File: src/rtl/bcd_serial_adder.sv
// -----------------------------------------------------------------------------
// bcd_serial_adder
//
// Digit-serial packed-BCD adder/subtractor. One BCD digit is processed per
// clock, least-significant digit first. Subtraction adds the nine's complement
// of b with a carry-in of 1; a missing final carry means the result is
// negative, and a second serial pass (NEG) turns the held ten's-complement
// value back into a magnitude.
//
// Ports
//   clk       in   single clock, rising edge
//   reset     in   asynchronous active-low reset
//   start     in   operation request, sampled only while idle
//   sub       in   0: a+b, 1: a-b (sampled with start)
//   a, b      in   packed BCD operands, digit 0 in bits [3:0]
//   sum       out  packed BCD result, top digit holds the add carry
//   negative  out  subtraction result below zero (sum is the magnitude)
//   error     out  an operand digit was greater than 9 (sum forced to 0)
//   valid     out  one-cycle pulse when sum/negative/error are updated
//   busy      out  high whenever the block is not idle
// -----------------------------------------------------------------------------
module bcd_serial_adder #(
  parameter int DIGITS = 3
) (
  input  logic                clk,
  input  logic                reset,
  input  logic                start,
  input  logic                sub,
  input  logic [4*DIGITS-1:0] a,
  input  logic [4*DIGITS-1:0] b,
  output logic [4*DIGITS+3:0] sum,
  output logic                negative,
  output logic                error,
  output logic                valid,
  output logic                busy
);

  localparam int         W        = 4 * DIGITS;
  localparam logic [3:0] LAST_IDX = 4'(DIGITS - 1);

  typedef enum logic [1:0] {
    IDLE = 2'd0,
    CALC = 2'd1,
    NEG  = 2'd2,
    DONE = 2'd3
  } state_t;

  // One decimal digit step: x + y + cin with decimal adjust.
  // Returns {carry_out, digit}. Out-of-range inputs still produce a
  // deterministic value; such results are discarded through the error path.
  function automatic logic [4:0] bcd_digit_add(input logic [3:0] x,
                                               input logic [3:0] y,
                                               input logic       cin);
    logic [4:0] raw;
    raw = {1'b0, x} + {1'b0, y} + {4'd0, cin};
    if (raw > 5'd9) begin
      bcd_digit_add = {1'b1, 4'(raw - 5'd10)};
    end else begin
      bcd_digit_add = {1'b0, raw[3:0]};
    end
  endfunction

  // Registered state
  state_t         state_q,    state_d;
  logic [W-1:0]   a_q,        a_d;        // shifts right one digit per CALC step
  logic [W-1:0]   b_q,        b_d;
  logic           sub_q,      sub_d;
  logic           carry_q,    carry_d;
  logic           err_q,      err_d;      // sticky bad-digit flag of the current op
  logic [3:0]     idx_q,      idx_d;
  logic [W-1:0]   res_q,      res_d;      // result digits shift in from the top
  logic [W+3:0]   sum_q,      sum_d;
  logic           negative_q, negative_d;
  logic           error_q,    error_d;
  logic           valid_q,    valid_d;
  logic           busy_q,     busy_d;

  // Combinational helpers
  logic [3:0]     b_digit_s;
  logic [4:0]     calc_digit_s;
  logic [4:0]     neg_digit_s;
  logic [W-1:0]   calc_res_s;
  logic [W-1:0]   neg_res_s;
  logic           digit_bad_s;
  logic           err_now_s;
  logic           last_digit_s;
  logic           load_s;
  logic           load_err_s;
  logic           load_neg_s;
  logic [W+3:0]   load_sum_s;

  // Per-digit arithmetic for the CALC and NEG passes.
  always_comb begin
    b_digit_s    = sub_q ? (4'd9 - b_q[3:0]) : b_q[3:0];
    calc_digit_s = bcd_digit_add(a_q[3:0], b_digit_s, carry_q);
    neg_digit_s  = bcd_digit_add(4'd9 - res_q[3:0], 4'd0, carry_q);
    digit_bad_s  = (a_q[3:0] > 4'd9) || (b_q[3:0] > 4'd9);
    err_now_s    = err_q | digit_bad_s;
    last_digit_s = (idx_q == LAST_IDX);
  end

  // Shift the new digit in at the top of the result register; after DIGITS
  // steps digit 0 has arrived at bits [3:0].
  if (DIGITS == 1) begin : g_shift_one
    assign calc_res_s = calc_digit_s[3:0];
    assign neg_res_s  = neg_digit_s[3:0];
  end else begin : g_shift_multi
    assign calc_res_s = {calc_digit_s[3:0], res_q[W-1:4]};
    assign neg_res_s  = {neg_digit_s[3:0], res_q[W-1:4]};
  end

  // Next-state and next-output computation.
  always_comb begin
    state_d    = state_q;
    a_d        = a_q;
    b_d        = b_q;
    sub_d      = sub_q;
    carry_d    = carry_q;
    err_d      = err_q;
    idx_d      = idx_q;
    res_d      = res_q;
    load_s     = 1'b0;
    load_err_s = 1'b0;
    load_neg_s = 1'b0;
    load_sum_s = {(W+4){1'b0}};

    case (state_q)
      IDLE: begin
        if (start) begin
          a_d     = a;
          b_d     = b;
          sub_d   = sub;
          carry_d = sub;              // the +1 of the ten's complement of b
          err_d   = 1'b0;
          idx_d   = 4'd0;
          res_d   = {W{1'b0}};
          state_d = CALC;
        end else begin
          state_d = IDLE;
        end
      end

      CALC: begin
        a_d     = a_q >> 3'd4;
        b_d     = b_q >> 3'd4;
        res_d   = calc_res_s;
        carry_d = calc_digit_s[4];
        err_d   = err_now_s;
        if (last_digit_s) begin
          if (!sub_q) begin
            state_d    = DONE;
            load_s     = 1'b1;
            load_err_s = err_now_s;
            load_sum_s = {3'b000, calc_digit_s[4], calc_res_s};
          end else if (calc_digit_s[4]) begin
            // a >= b: the end-around carry is simply dropped
            state_d    = DONE;
            load_s     = 1'b1;
            load_err_s = err_now_s;
            load_sum_s = {4'd0, calc_res_s};
          end else begin
            // a < b: the held value is the ten's complement of |a-b|
            state_d = NEG;
            idx_d   = 4'd0;
            carry_d = 1'b1;
          end
        end else begin
          idx_d = idx_q + 4'd1;
        end
      end

      NEG: begin
        res_d   = neg_res_s;
        carry_d = neg_digit_s[4];
        if (last_digit_s) begin
          state_d    = DONE;
          load_s     = 1'b1;
          load_err_s = err_q;
          load_neg_s = 1'b1;
          load_sum_s = {4'd0, neg_res_s};
        end else begin
          idx_d = idx_q + 4'd1;
        end
      end

      DONE: begin
        state_d = IDLE;
      end

      default: begin
        state_d = IDLE;
      end
    endcase

    // Result outputs change only on entry to DONE.
    if (load_s) begin
      if (load_err_s) begin
        sum_d      = {(W+4){1'b0}};
        negative_d = 1'b0;
        error_d    = 1'b1;
      end else begin
        sum_d      = load_sum_s;
        negative_d = load_neg_s;
        error_d    = 1'b0;
      end
    end else begin
      sum_d      = sum_q;
      negative_d = negative_q;
      error_d    = error_q;
    end

    busy_d  = (state_d != IDLE);
    valid_d = (state_d == DONE);
  end

  // State and output registers with asynchronous active-low reset.
  always_ff @(posedge clk or negedge reset) begin
    if (!reset) begin
      state_q    <= IDLE;
      a_q        <= {W{1'b0}};
      b_q        <= {W{1'b0}};
      sub_q      <= 1'b0;
      carry_q    <= 1'b0;
      err_q      <= 1'b0;
      idx_q      <= 4'd0;
      res_q      <= {W{1'b0}};
      sum_q      <= {(W+4){1'b0}};
      negative_q <= 1'b0;
      error_q    <= 1'b0;
      valid_q    <= 1'b0;
      busy_q     <= 1'b0;
    end else begin
      state_q    <= state_d;
      a_q        <= a_d;
      b_q        <= b_d;
      sub_q      <= sub_d;
      carry_q    <= carry_d;
      err_q      <= err_d;
      idx_q      <= idx_d;
      res_q      <= res_d;
      sum_q      <= sum_d;
      negative_q <= negative_d;
      error_q    <= error_d;
      valid_q    <= valid_d;
      busy_q     <= busy_d;
    end
  end

  assign sum      = sum_q;
  assign negative = negative_q;
  assign error    = error_q;
  assign valid    = valid_q;
  assign busy     = busy_q;

endmodule

File: config.mk
export PLATFORM = sky130hd
export DESIGN_NAME = bcd_serial_adder
export DESIGN_NICKNAME = d
export VERILOG_FILES = /design/src/rtl/bcd_serial_adder.sv
export SDC_FILE = /design/constraint.sdc
export NUM_CORES = 1
export LEC_CHECK = 0
export BUFFER_PORTS_ARGS = -buffer_cell sky130_fd_sc_hd__buf_2
export CORE_MARGIN = 3
export CORE_UTILIZATION = 30
export CTS_BUF_LIST = sky130_fd_sc_hd__clkbuf_16
export DETAILED_ROUTE_END_ITERATION = 7
export PLACE_DENSITY = 0.58
export SLEW_MARGIN = 20
export SYNTH_ARGS = -nofsm -noshare
export SYNTH_HDL_FRONTEND = slang
export SYNTH_SLANG_ARGS = --single-unit
File: constraint.sdc
create_clock -name clk -period 3.6 [get_ports clk]
set_input_delay 0.72 -clock clk [delete_from_list [all_inputs] [get_ports clk]]
set_output_delay 0.72 -clock clk [all_outputs]
set_load 0.03 [all_outputs]
==> results of run 1 <==
[cell usage in the layout (no fill, tap or decap), drive strengths merged, types with 3 or more instances in the layout]
cell type,synthesis,routed
a31oi,3,3
nor2,24,24
xnor2,5,5
nand2,51,51
conb,1,3
inv,17,18
clkinv,0,5
clkbuf,11,9
o21ai,41,41
nand2b,8,8
nor2b,13,13
mux2i,16,16
buf,8,48
dfrtp,62,62
nor3,5,5
ha,18,18
a21oi,19,19
a22o,15,15
xor2,3,3
and2,4,4
[state kept, by name (all words and copies together) (netlist names)]
register,flops
sub_q,1
a_q,12
error,1
busy,1
carry_q,1
err_q,1
valid,1
b_q,12
state_q,2
res_q,12
sum,13
idx_q,4
negative,1
[layout make-up]
class,count,area [um2],area share (%)
timing repair buffer,48,250,6.10
sequential,62,1550,37.8
clock buffer,9,225,5.49
inverter,17,63.8,1.56
tap,140,175,4.27
clock inverter,7,56.3,1.37
multi-input combinational,263,1780,43.4
[power by group through the flow]
stage          clock (mW)  combinational [mW]  sequential [mW]
2_1_floorplan           0                1.25             1.00
3_3_place_gp            0                1.56             1.01
3_5_place_dp            0                1.61             1.02
4_1_cts             0.838                1.62             1.01
5_1_grt             0.869                1.84             1.04
6_report            0.819                1.61             1.01
[layer usage]
layer	wire length [um]	part of all wire, %	vias up	GRT usage, %
met3	526	6.6	16	4.35
met1	3740	47	1246	17.6
met2	3510	44	79	20.0
met4	134	1.7	0	5.13
li1	-	-	1328	-
met5	0	0	-	0
[worst paths after layout]
check | cells past startpoint | end | slack, ns | from
setup / recovery | 10 | sum[8] | 0.54 | sub_q
hold / removal | 2 | a_q[5] | 0.48 | a_q[5]
setup reg to reg | 10 | sum[8] | 0.54 | sub_q
hold reg to reg | 2 | a_q[5] | 0.48 | a_q[5]
max in group asynchronous | 2 | b_q[3] | 2.51 | reset
min in group asynchronous | 2 | res_q[7] | 0.55 | reset
[synthesized netlist by cell type, drive strengths merged (3+ instances only)]
cell type | n | area [um2]
dfrtp | 62 | 1550
nand2 | 51 | 191
o21ai | 41 | 231
nor2 | 24 | 90.1
a21oi | 19 | 98.9
ha | 18 | 225
inv | 17 | 63.8
mux2i | 16 | 160
a22o | 15 | 131
nor2b | 13 | 81.3
clkbuf | 11 | 41.3
buf | 8 | 53.8
nand2b | 8 | 50.1
nor3 | 5 | 25.0
xnor2 | 5 | 43.8
and2 | 4 | 27.5
a31oi | 3 | 18.8
xor2 | 3 | 41.3
[stage by stage]
| stage | hold WS, ns | std cells | total power [mW] |
|---|---|---|---|
| floorplan | 0.424 | 361 | 2.25 |
| global placement | 0.465 | 530 | 2.57 |
| detailed placement | 0.470 | 530 | 2.63 |
| CTS | 0.482 | 546 | 3.47 |
| global route | 0.511 | 546 | 3.74 |
| finish | 0.478 | 546 | 3.44 |
[cell families (layout without fill, tap and decap cells)]
logic type      after synthesis  in the layout  share of synthesized area [%]
compound gates               99             99                           19.6
xor+xnor                      8              8                           2.45
fa+ha+maj                    20             20                           7.63
buf+inv                      36             81                           4.57
flops                        62             62                           44.6
mux                          18             18                           5.25
other cells                   1              3                          0.108
simple gates                115            115                           15.8
[worst reg2reg max path: cells and delay by family (launching register included)]
kind	cells	cell delay, ns
AO/OA/AOI/OAI	4	1.24
AND/OR/NAND/NOR	1	0.20
adder cells (fa/ha/maj)	2	0.61
buffers and inverters	1	0.06
flip-flops	1	0.49
XOR/XNOR	2	0.41
==> qor.yml, run 1 <==
run_status:
  status: "finished clean"
setup_path:
  required_ns: 3.86
  crit_path_start_kind: "flop"
  slowest_delay_ns: 0.57
  critPathKind: "flop to flop"
  endpoint_kind: "flop"
  critPathTopFamily: "compound AO/OA/AOI/OAI gates"
  crit_arrival_ns: 3.32
  cpMaxStageDelayCell: "a211oi_4"
  cp_max_fo: 17
  cp_cell_sequence: "xnor2_1 -> fa_1 -> inv_1 -> fa_1 -> xnor2_1 -> and2_4 -> o21ai_4 -> o21ai_4 -> a211oi_4 -> a32o_1"
  critical_path_buf_inv_count: 1
global_route:
  globalRoute.totalOverflow: 0
  grt_first_pass_wirelength_mm: 13.6
  grt_max_degree: 63
  grt_usage_pct: 13.2
  antenna_found_initial: 0
  grt_pass1_vias: 2708
clock_network:
  htreeDepth: 3
  clockBufferDepth: 2
  cts_resized: 0
  clkSinkCount: 62
  cts_buffers: 9
  cts-root-buf: "clkbuf_16"
  cts.clk_slew.worst_paths_ns: 0.05
  clkLatencyLatePin_ns: 0.33
  cts_tree: "yes"
  post-cts-setup-buffers: 0
  holdBufCountCts: 0
cells_and_area:
  final_nets: 449
  layout-drive-gt1-share_pct: 18.7
  fin_util_pct: 37.0
  syn_to_final_growth_pct: 17.9
  n_fill_cell: 1143
  design_area_um2: 4100
  antenna_cells: 0
yosys:
  async_reset_ff_share_pct: 100
  syn_area_um2: 3480
  synth_area_per_cell_um2: 9.69
  ys_ff_latch: 62
  syn_inst: 359
  ys_types: 53
  synth-main-ff-cell: "dfrtp_1"
  synth_edf_count: 0
  ys_warn_count: 0
  ys_seq_area_share_pct: 44.6
hold_path:
  hold_class: "flop to flop"
power:
  internal_power_mw: 2.03
  p_seq_share_pct: 29.3
  p_clk_share_pct: 23.8
  pwr-share-comb_pct: 46.8
  switching_power_mw: 1.41
  cellLeakagePower_nw: 1.92
  vdd_drop_max_v: 0.000378
  switching_share_pct: 41.1
  p_per_area_nw_per_um2: 838
timing:
  rsz0062_at_grt: "no"
  setup_violations: 0
  skew_ns: 0.00418
  post-route-min-period_ns: 3.06
  slew_headroom_pct: 47.6
  fmax_ghz: 0.327
  worst_slew_pin_slew_ns: 0.786
  fin_ws_ns: 0.540
  drv_slew: 0
  tns_ns: 0
  finalCritPeriodShare_pct: 85.0
  hold_viol_final: 0
route:
  drtPass1Iterations: 4
  drt-wirelength-per-cell_um: 14.5
  drt-total-wl_mm: 7.92
  viasPerCell: 4.89
  first_iter_violations: 120
  drc: 0
  vias: 2669
  drtAntennaViolNets: 0
run:
  max-cap-violations: 0
placement:
  placedInstanceArea_um2: 3820
  routabilityCongestion: 0.839
  portBuffers: 44
  hpwl_mm: 5.91
  pre_cts_slack_ns: 0.550
floorplan:
  die_h_um: 114
  core_area_um2: 11100
  die_x_um: 114
  initial_utilization_pct: 31.4
  io_pins: 48
  rows: 38
  die-area_um2: 12900
Note: power is estimated with default switching activity, not from simulation.
==> run 2: changes to the inputs <==
ABC_AREA = 1   (was default)
PLACE_DENSITY = 0.6   (was 0.58)
clock period = 2.8 ns   (was 3.6 ns; I/O delays follow)
==> qor.yml, run 2 <==
global_route:
  grt_max_degree: 43  # -32%
  grt_first_pass_wirelength_mm: 12.9  # -5.1%
  grt_usage_pct: 12.5  # -0.71 points
  globalRoute.totalOverflow: 0  # unchanged
  antenna_found_initial: 0  # unchanged
  grt_pass1_vias: 2777  # +2.5%
yosys:
  synth_top_area_share_pct: 45.5  # +0.93 points
  synth_commonest_cells: "nand2_1 (143), dfrtp_1 (62), inv_1 (38), nand3_1 (33), nor2_1 (28)"
  synth_area_per_cell_um2: 8.07  # -17%
  ys_ff_latch: 62  # unchanged
  synth_edf_count: 0  # unchanged
  async_reset_ff_share_pct: 100  # unchanged
  syn_inst: 422  # +18%
  syn_area_um2: 3410  # -2.1%
  synth.most_common_cell: "nand2_1"
  ys_types: 33  # -38%
  ys_seq_area_share_pct: 45.5  # +0.93 points
  synth.area.top_cells: "dfrtp_1 (46%), nand2_1 (16%), ha_1 (6.6%)"
  ys_warn_count: 0  # unchanged
  synth-main-ff-cell: "dfrtp_1"
  yosys.area.top_type: "dfrtp_1"
timing:
  slew_headroom_pct: 54.0  # +6.5 points
  finalCritPeriodShare_pct: 93.5  # +8.5 points
  fmax_ghz: 0.382  # +17%
  drv_slew: 0  # unchanged
  post-route-min-period_ns: 2.62  # -0.442 ns
  tns_ns: 0  # unchanged
  hold_viol_final: 0  # unchanged
  hold_slack_ns: 0.277  # -0.201 ns
  setup_violations: 0  # unchanged
  skew_ns: 0.00483  # +0.000641 ns
  rsz0062_at_grt: "no"
  worst_slew_pin_slew_ns: 0.690  # -0.0969 ns
setup_path:
  critPathTopFamily: "adder cells"
  crit_path_start_kind: "flop"
  critPathKind: "flop to flop"
  critical_path_buf_inv_count: 2  # +1
  cpMaxStageDelayCell: "fa_1"
  required_ns: 3.07  # -0.79 ns
  slowest_delay_ns: 0.41  # -0.16 ns
  endpoint_kind: "flop"
  cp_cell_sequence: "xnor2_1 -> fa_1 -> inv_1 -> fa_1 -> inv_1 -> nand2_2 -> nand3_4 -> nand2_4 -> ha_1 -> or2_2 -> nand2_1 -> nand2_1 -> nand2_1"
  cp_max_fo: 5  # -12
  crit_arrival_ns: 2.89  # -0.43 ns
  cpMostUsedCell: "nand2_1"
clock_network:
  cts.clk_slew.worst_paths_ns: 0.05  # about the same
  clockBufferDepth: 2  # unchanged
  cts_buffers: 9  # unchanged
  holdBufCountCts: 0  # unchanged
  clkSinkCount: 62  # unchanged
  cts_tree: "yes"
  clkLatencyLatePin_ns: 0.33  # about the same
  htreeDepth: 3  # unchanged
  cts-root-buf: "clkbuf_16"
placement:
  routabilityCongestion: 0.905  # +7.9%
  portBuffers: 44  # unchanged
  hpwl_mm: 5.53  # -6.5%
  dp_cells: 598  # +13%
floorplan:
  die-area_um2: 12700  # -1.9%
  io_pins: 48  # unchanged
  rows: 38  # unchanged
  initial_utilization_pct: 31.0  # -0.38 points
  core_area_um2: 11000  # -0.86%
  die_x_um: 113  # -0.98%
  die_h_um: 113  # -0.98%
power:
  vdd_drop_max_v: 0.000461  # +22%
  total_power_mw: 4.07  # +18%
  p_per_area_nw_per_um2: 981  # +17%
  cellLeakagePower_nw: 2.18  # +13%
route:
  drc: 0  # unchanged
  vias: 2861  # +7.2%
  drt-wirelength-per-cell_um: 12.3  # -16%
  drtPass1Iterations: 4  # unchanged
  drtAntennaViolNets: 0  # unchanged
  viasPerCell: 4.65  # -4.8%
  drt-total-wl_mm: 7.54  # -4.8%
  first_iter_violations: 105  # -13%
cells_and_area:
  finalNonFillerCells: 615  # +13%
  syn_to_final_growth_pct: 21.8
  layout_commonest_cell: "nand2_1"
  largest_reg_flops: 13  # unchanged
  n_fill_cell: 1125  # -1.6%
  antenna_cells: 0  # unchanged
  final_nets: 518  # +15%
  final_cell_mix: "nand2_1 (143), dfrtp_1 (61), buf_2 (44)"
  layout-drive-gt1-share_pct: 18.1  # -0.61 points
run_status:
  status: "finished clean"
run:
  max-cap-violations: 0  # unchanged
hold_path:
  hold_class: "input port to async pin"
## run 2: cell count changes after synthesis, sizes merged, moves of 6 or more
cell / previous run / this run
a31oi: 3 / 17
nor2b: 13 / 0
o21ai: 41 / 19
mux2i: 16 / 0
a22o: 15 / 0
nand2: 51 / 148
nand2b: 8 / 0
a21oi: 19 / 7
inv: 17 / 40
nand3: 2 / 35
nor2: 24 / 30
## run 2: cells by family after synthesis
logic type	synth area share (%)
AND/OR/NAND/NOR	27.7
flip-flops	45.5
buffers and inverters	7.09
AO/OA/AOI/OAI	9.44
adder cells (fa/ha/maj)	7.79
XOR/XNOR	2.31
other	0.110
## run 2: through the flow
step           util [%]  setup slack, ns  cell area, um2
3_3_place_gp       34.6            0.207            3790
2_1_floorplan         -            0.143            3410
6_report           37.8            0.182            4150
5_1_grt            37.8           0.0191            4150
3_5_place_dp       34.6            0.160            3790
4_1_cts            37.4            0.140            4110
## run 2: path summary, 6_finish.rpt
| path | from | to | slack, ns | depth (start not counted) |
|---|---|---|---|---|
| worst min-delay path | reset | res_q[2] | 0.28 | 1 |
| min in group clk | a[8] | a_q[8] | 0.45 | 3 |
| worst max register to register | b_q[0] | res_q[9] | 0.18 | 13 |
| max in group asynchronous | reset | b_q[1] | 1.90 | 2 |
| worst min register to register | sum[4] | sum[4] | 0.47 | 2 |
| worst max-delay path | b_q[0] | res_q[9] | 0.18 | 13 |
## run 2: repair_timing
| item | in CTS | in global routing |
|---|---|---|
| setup buffers | 0 | 1 |
| endpoints found under the setup margin | 0 | 19 |
| resized for setup | 0 | 4 |
## run 2: power breakdown
| group | switching, mW | internal, mW |
|---|---|---|
| clock | 0.399 | 0.773 |
| sequential | 0.140 | 1.10 |
| combinational | 1.04 | 0.614 |
## run 2: layout make-up
| class | instances | area, um2 | share of cell area (%) |
|---|---|---|---|
| clock buffer | 9 | 225 | 5.43 |
| sequential | 62 | 1550 | 37.4 |
| inverter | 40 | 150 | 3.62 |
| tap | 140 | 175 | 4.22 |
| clock inverter | 7 | 90.1 | 2.17 |
| multi-input combinational | 304 | 1640 | 39.6 |
| timing repair buffer | 53 | 313 | 7.54 |
## run 2: worst register-to-register path: cells and delay by family (launching register included)
family,cells,cell delay [ns]
buf+inv,2,0.22
xor+xnor,1,0.15
simple gates,7,0.74
fa+ha+maj,3,1.06
flops,1,0.39
## run 2: routing by layer
metal | global-route usage [%] | up-vias | part of all wire, %
li1 | - | 1458 | -
met1 | 15.8 | 1333 | 48
met2 | 20.2 | 58 | 46
met3 | 3.94 | 12 | 4.9
met4 | 4.49 | 0 | 1.9
met5 | 0 | - | 0
==> run 3: changes to the inputs <==
RECOVER_POWER = 25   (was default)
==> qor.yml, run 3 (same netlist as run 2, synthesis figures left out) <==
run_status:
  status: "finished, violations left"
  violations: "capacitance limit, slew limit"
timing:
  rsz0062_at_grt: "no"
  setup_violations: 0  # unchanged
  fmax_ghz: 0.382  # about the same
  finalCritPeriodShare_pct: 93.5  # about the same
  post-route-min-period_ns: 2.62  # +0.000167 ns
  hold_viol_final: 0  # unchanged
  worst_slew_pin_slew_ns: 1.57  # +0.880 ns
  skew_ns: 0.00483  # +0.00000242 ns
  drv_slew: 30  # +30
  slew_headroom_pct: -4.65  # -59 points
  hold_slack_ns: 0.451  # +0.174 ns
  tns_ns: 0  # unchanged
route:
  drt-wirelength-per-cell_um: 12.2  # -0.21%
  first_iter_violations: 107  # +1.9%
  drtAntennaViolNets: 0  # unchanged
  drc: 0  # unchanged
  drtPass1Iterations: 4  # unchanged
  vias: 2855  # -0.21%
  viasPerCell: 4.64  # -0.21%
  drt-total-wl_mm: 7.52  # -0.21%
global_route:
  grt_usage_pct: 12.5  # unchanged
  grt_max_degree: 43  # unchanged
  grt-busiest-layer: "met2"
  use_met3_pct: 3.94  # unchanged
  antenna_found_initial: 0  # unchanged
  grt_use_met2_pct: 20.2  # unchanged
  use_met1_pct: 15.8  # unchanged
  grt_pass1_vias: 2777  # unchanged
  globalRoute.totalOverflow: 0  # unchanged
  grt_first_pass_wirelength_mm: 12.9  # unchanged
clock_network:
  cts-root-buf: "clkbuf_16"
  clkLatencyLatePin_ns: 0.33  # about the same
  cts_buffers: 9  # unchanged
  holdBufCountCts: 0  # unchanged
  cts_tree: "yes"
  htreeDepth: 3  # unchanged
  clockBufferDepth: 2  # unchanged
  cts.clk_slew.worst_paths_ns: 0.05  # about the same
  clkSinkCount: 62  # unchanged
power:
  cellLeakagePower_nw: 2.17  # -0.37%
  vdd_drop_max_v: 0.000462  # about the same
  p_seq_share_pct: 30.5  # about the same
  p_per_area_nw_per_um2: 983  # +0.28%
  internal_power_mw: 2.49  # -0.11%
  switching_power_mw: 1.58  # -0.13%
  pwr-share-comb_pct: 40.6  # about the same
  switching_share_pct: 38.9  # about the same
  p_clk_share_pct: 28.8  # about the same
hold_path:
  min_from: "a[8]"
  holdPathStages: 3
  hold_class: "input port to flop"
cells_and_area:
  antenna_cells: 0  # unchanged
  final_nets: 518  # unchanged
  finalNonFillerCells: 615  # unchanged
  n_fill_cell: 1128  # +0.27%
  largest_reg_flops: 13  # unchanged
  layout_commonest_cell: "nand2_1"
  final_cell_mix: "nand2_1 (143), dfrtp_1 (61), buf_2 (43)"
  syn_to_final_growth_pct: 21.3
  layout-drive-gt1-share_pct: 17.9  # -0.21 points
setup_path:
  critical_path_buf_inv_count: 2  # unchanged
  endpoint_kind: "flop"
  r2r_cells: 13  # unchanged
  cp.depth: 13  # unchanged
  rr_startpoint: "b_q[0]"
  crit_path_start: "b_q[0]"
  slowest_delay_ns: 0.41  # about the same
  cpMaxStageDelayCell: "fa_1"
  cp_cell_sequence: "xnor2_1 -> fa_1 -> inv_1 -> fa_1 -> inv_1 -> nand2_2 -> nand3_4 -> nand2_4 -> ha_1 -> or2_2 -> nand2_1 -> nand2_1 -> nand2_1"
  critPathKind: "flop to flop"
  required_ns: 3.07  # about the same
  cpMostUsedCell: "nand2_1"
  ff2ff_setup_slack_ns: 0.18  # about the same
  crit_path_start_kind: "flop"
  cp_max_fo: 5  # unchanged
  critPathTopFamily: "adder cells"
  crit_arrival_ns: 2.89  # about the same
floorplan:
  core_area_um2: 11000  # unchanged
  die_x_um: 113  # unchanged
  rows: 38  # unchanged
  io_pins: 48  # unchanged
  initial_utilization_pct: 31.0  # unchanged
  die_h_um: 113  # unchanged
  die-area_um2: 12700  # unchanged
placement:
  dp_cells: 598  # unchanged
  routabilityCongestion: 0.905  # unchanged
  portBuffers: 44  # unchanged
  hpwl_mm: 5.53  # unchanged
run:
  max-cap-violations: 1  # +1
run 3: changes by cell type in the layout (fill, tap and decap cells not counted), sizes merged:
cell	change
buf	-2
clkbuf	+2
run 3: area by class of cell:
type / count / area (um2) / area share (%)
clock buffers: 9 / 225 / 5.45
clock inverters: 7 / 90.1 / 2.18
inverters: 40 / 150 / 3.63
multi-input cells: 304 / 1640 / 39.8
flip-flops and latches: 62 / 1550 / 37.6
well taps: 140 / 175 / 4.24
repair buffers: 53 / 297 / 7.17
run 3: worst reg2reg max path, delay by kind of cell (launching register included):
family / cells / cell delay (ns)
xor+xnor: 1 / 0.15
fa+ha+maj: 3 / 1.06
buf+inv: 2 / 0.22
flops: 1 / 0.39
simple gates: 7 / 0.74
run 3: through the flow:
step | setup WS [ns] | cell area (um2) | power (mW) | util (%)
after CTS | 0.140 | 4110 | 4.05 | 37.4
after floorplan | 0.143 | 3410 | 2.48 | -
after global placement | 0.207 | 3790 | 2.80 | 34.6
after global routing | 0.0191 | 4130 | 4.39 | 37.6
after detailed placement | 0.160 | 3790 | 2.86 | 34.6
final | 0.182 | 4130 | 4.06 | 37.6
run 3: final timing paths:
check,endpoint
hold / removal,a_q[8]
setup / recovery,res_q[9]
min in group asynchronous,res_q[2]
hold reg to reg,sum[4]
max in group asynchronous,b_q[1]
setup reg to reg,res_q[9]
run 3: what timing repair did:
action                                  in CTS  in global routing
resized for setup                            0                  4
endpoints found under the setup margin       0                 19
buffers inserted                             0                  1
run 3: power by group through the flow:
stage,registers (mW),logic (mW),clock network [mW]
2_1_floorplan,1.27,1.21,0
3_3_place_gp,1.25,1.55,0
3_5_place_dp,1.26,1.60,0
4_1_cts,1.24,1.61,1.20
5_1_grt,1.27,1.88,1.24
6_report,1.24,1.65,1.17
run 3: layer usage:
metal,vias up,share of wire (%)
li1,1458,-
met1,1327,47
met2,58,46
met3,12,4.9
met4,0,1.9
met5,-,0
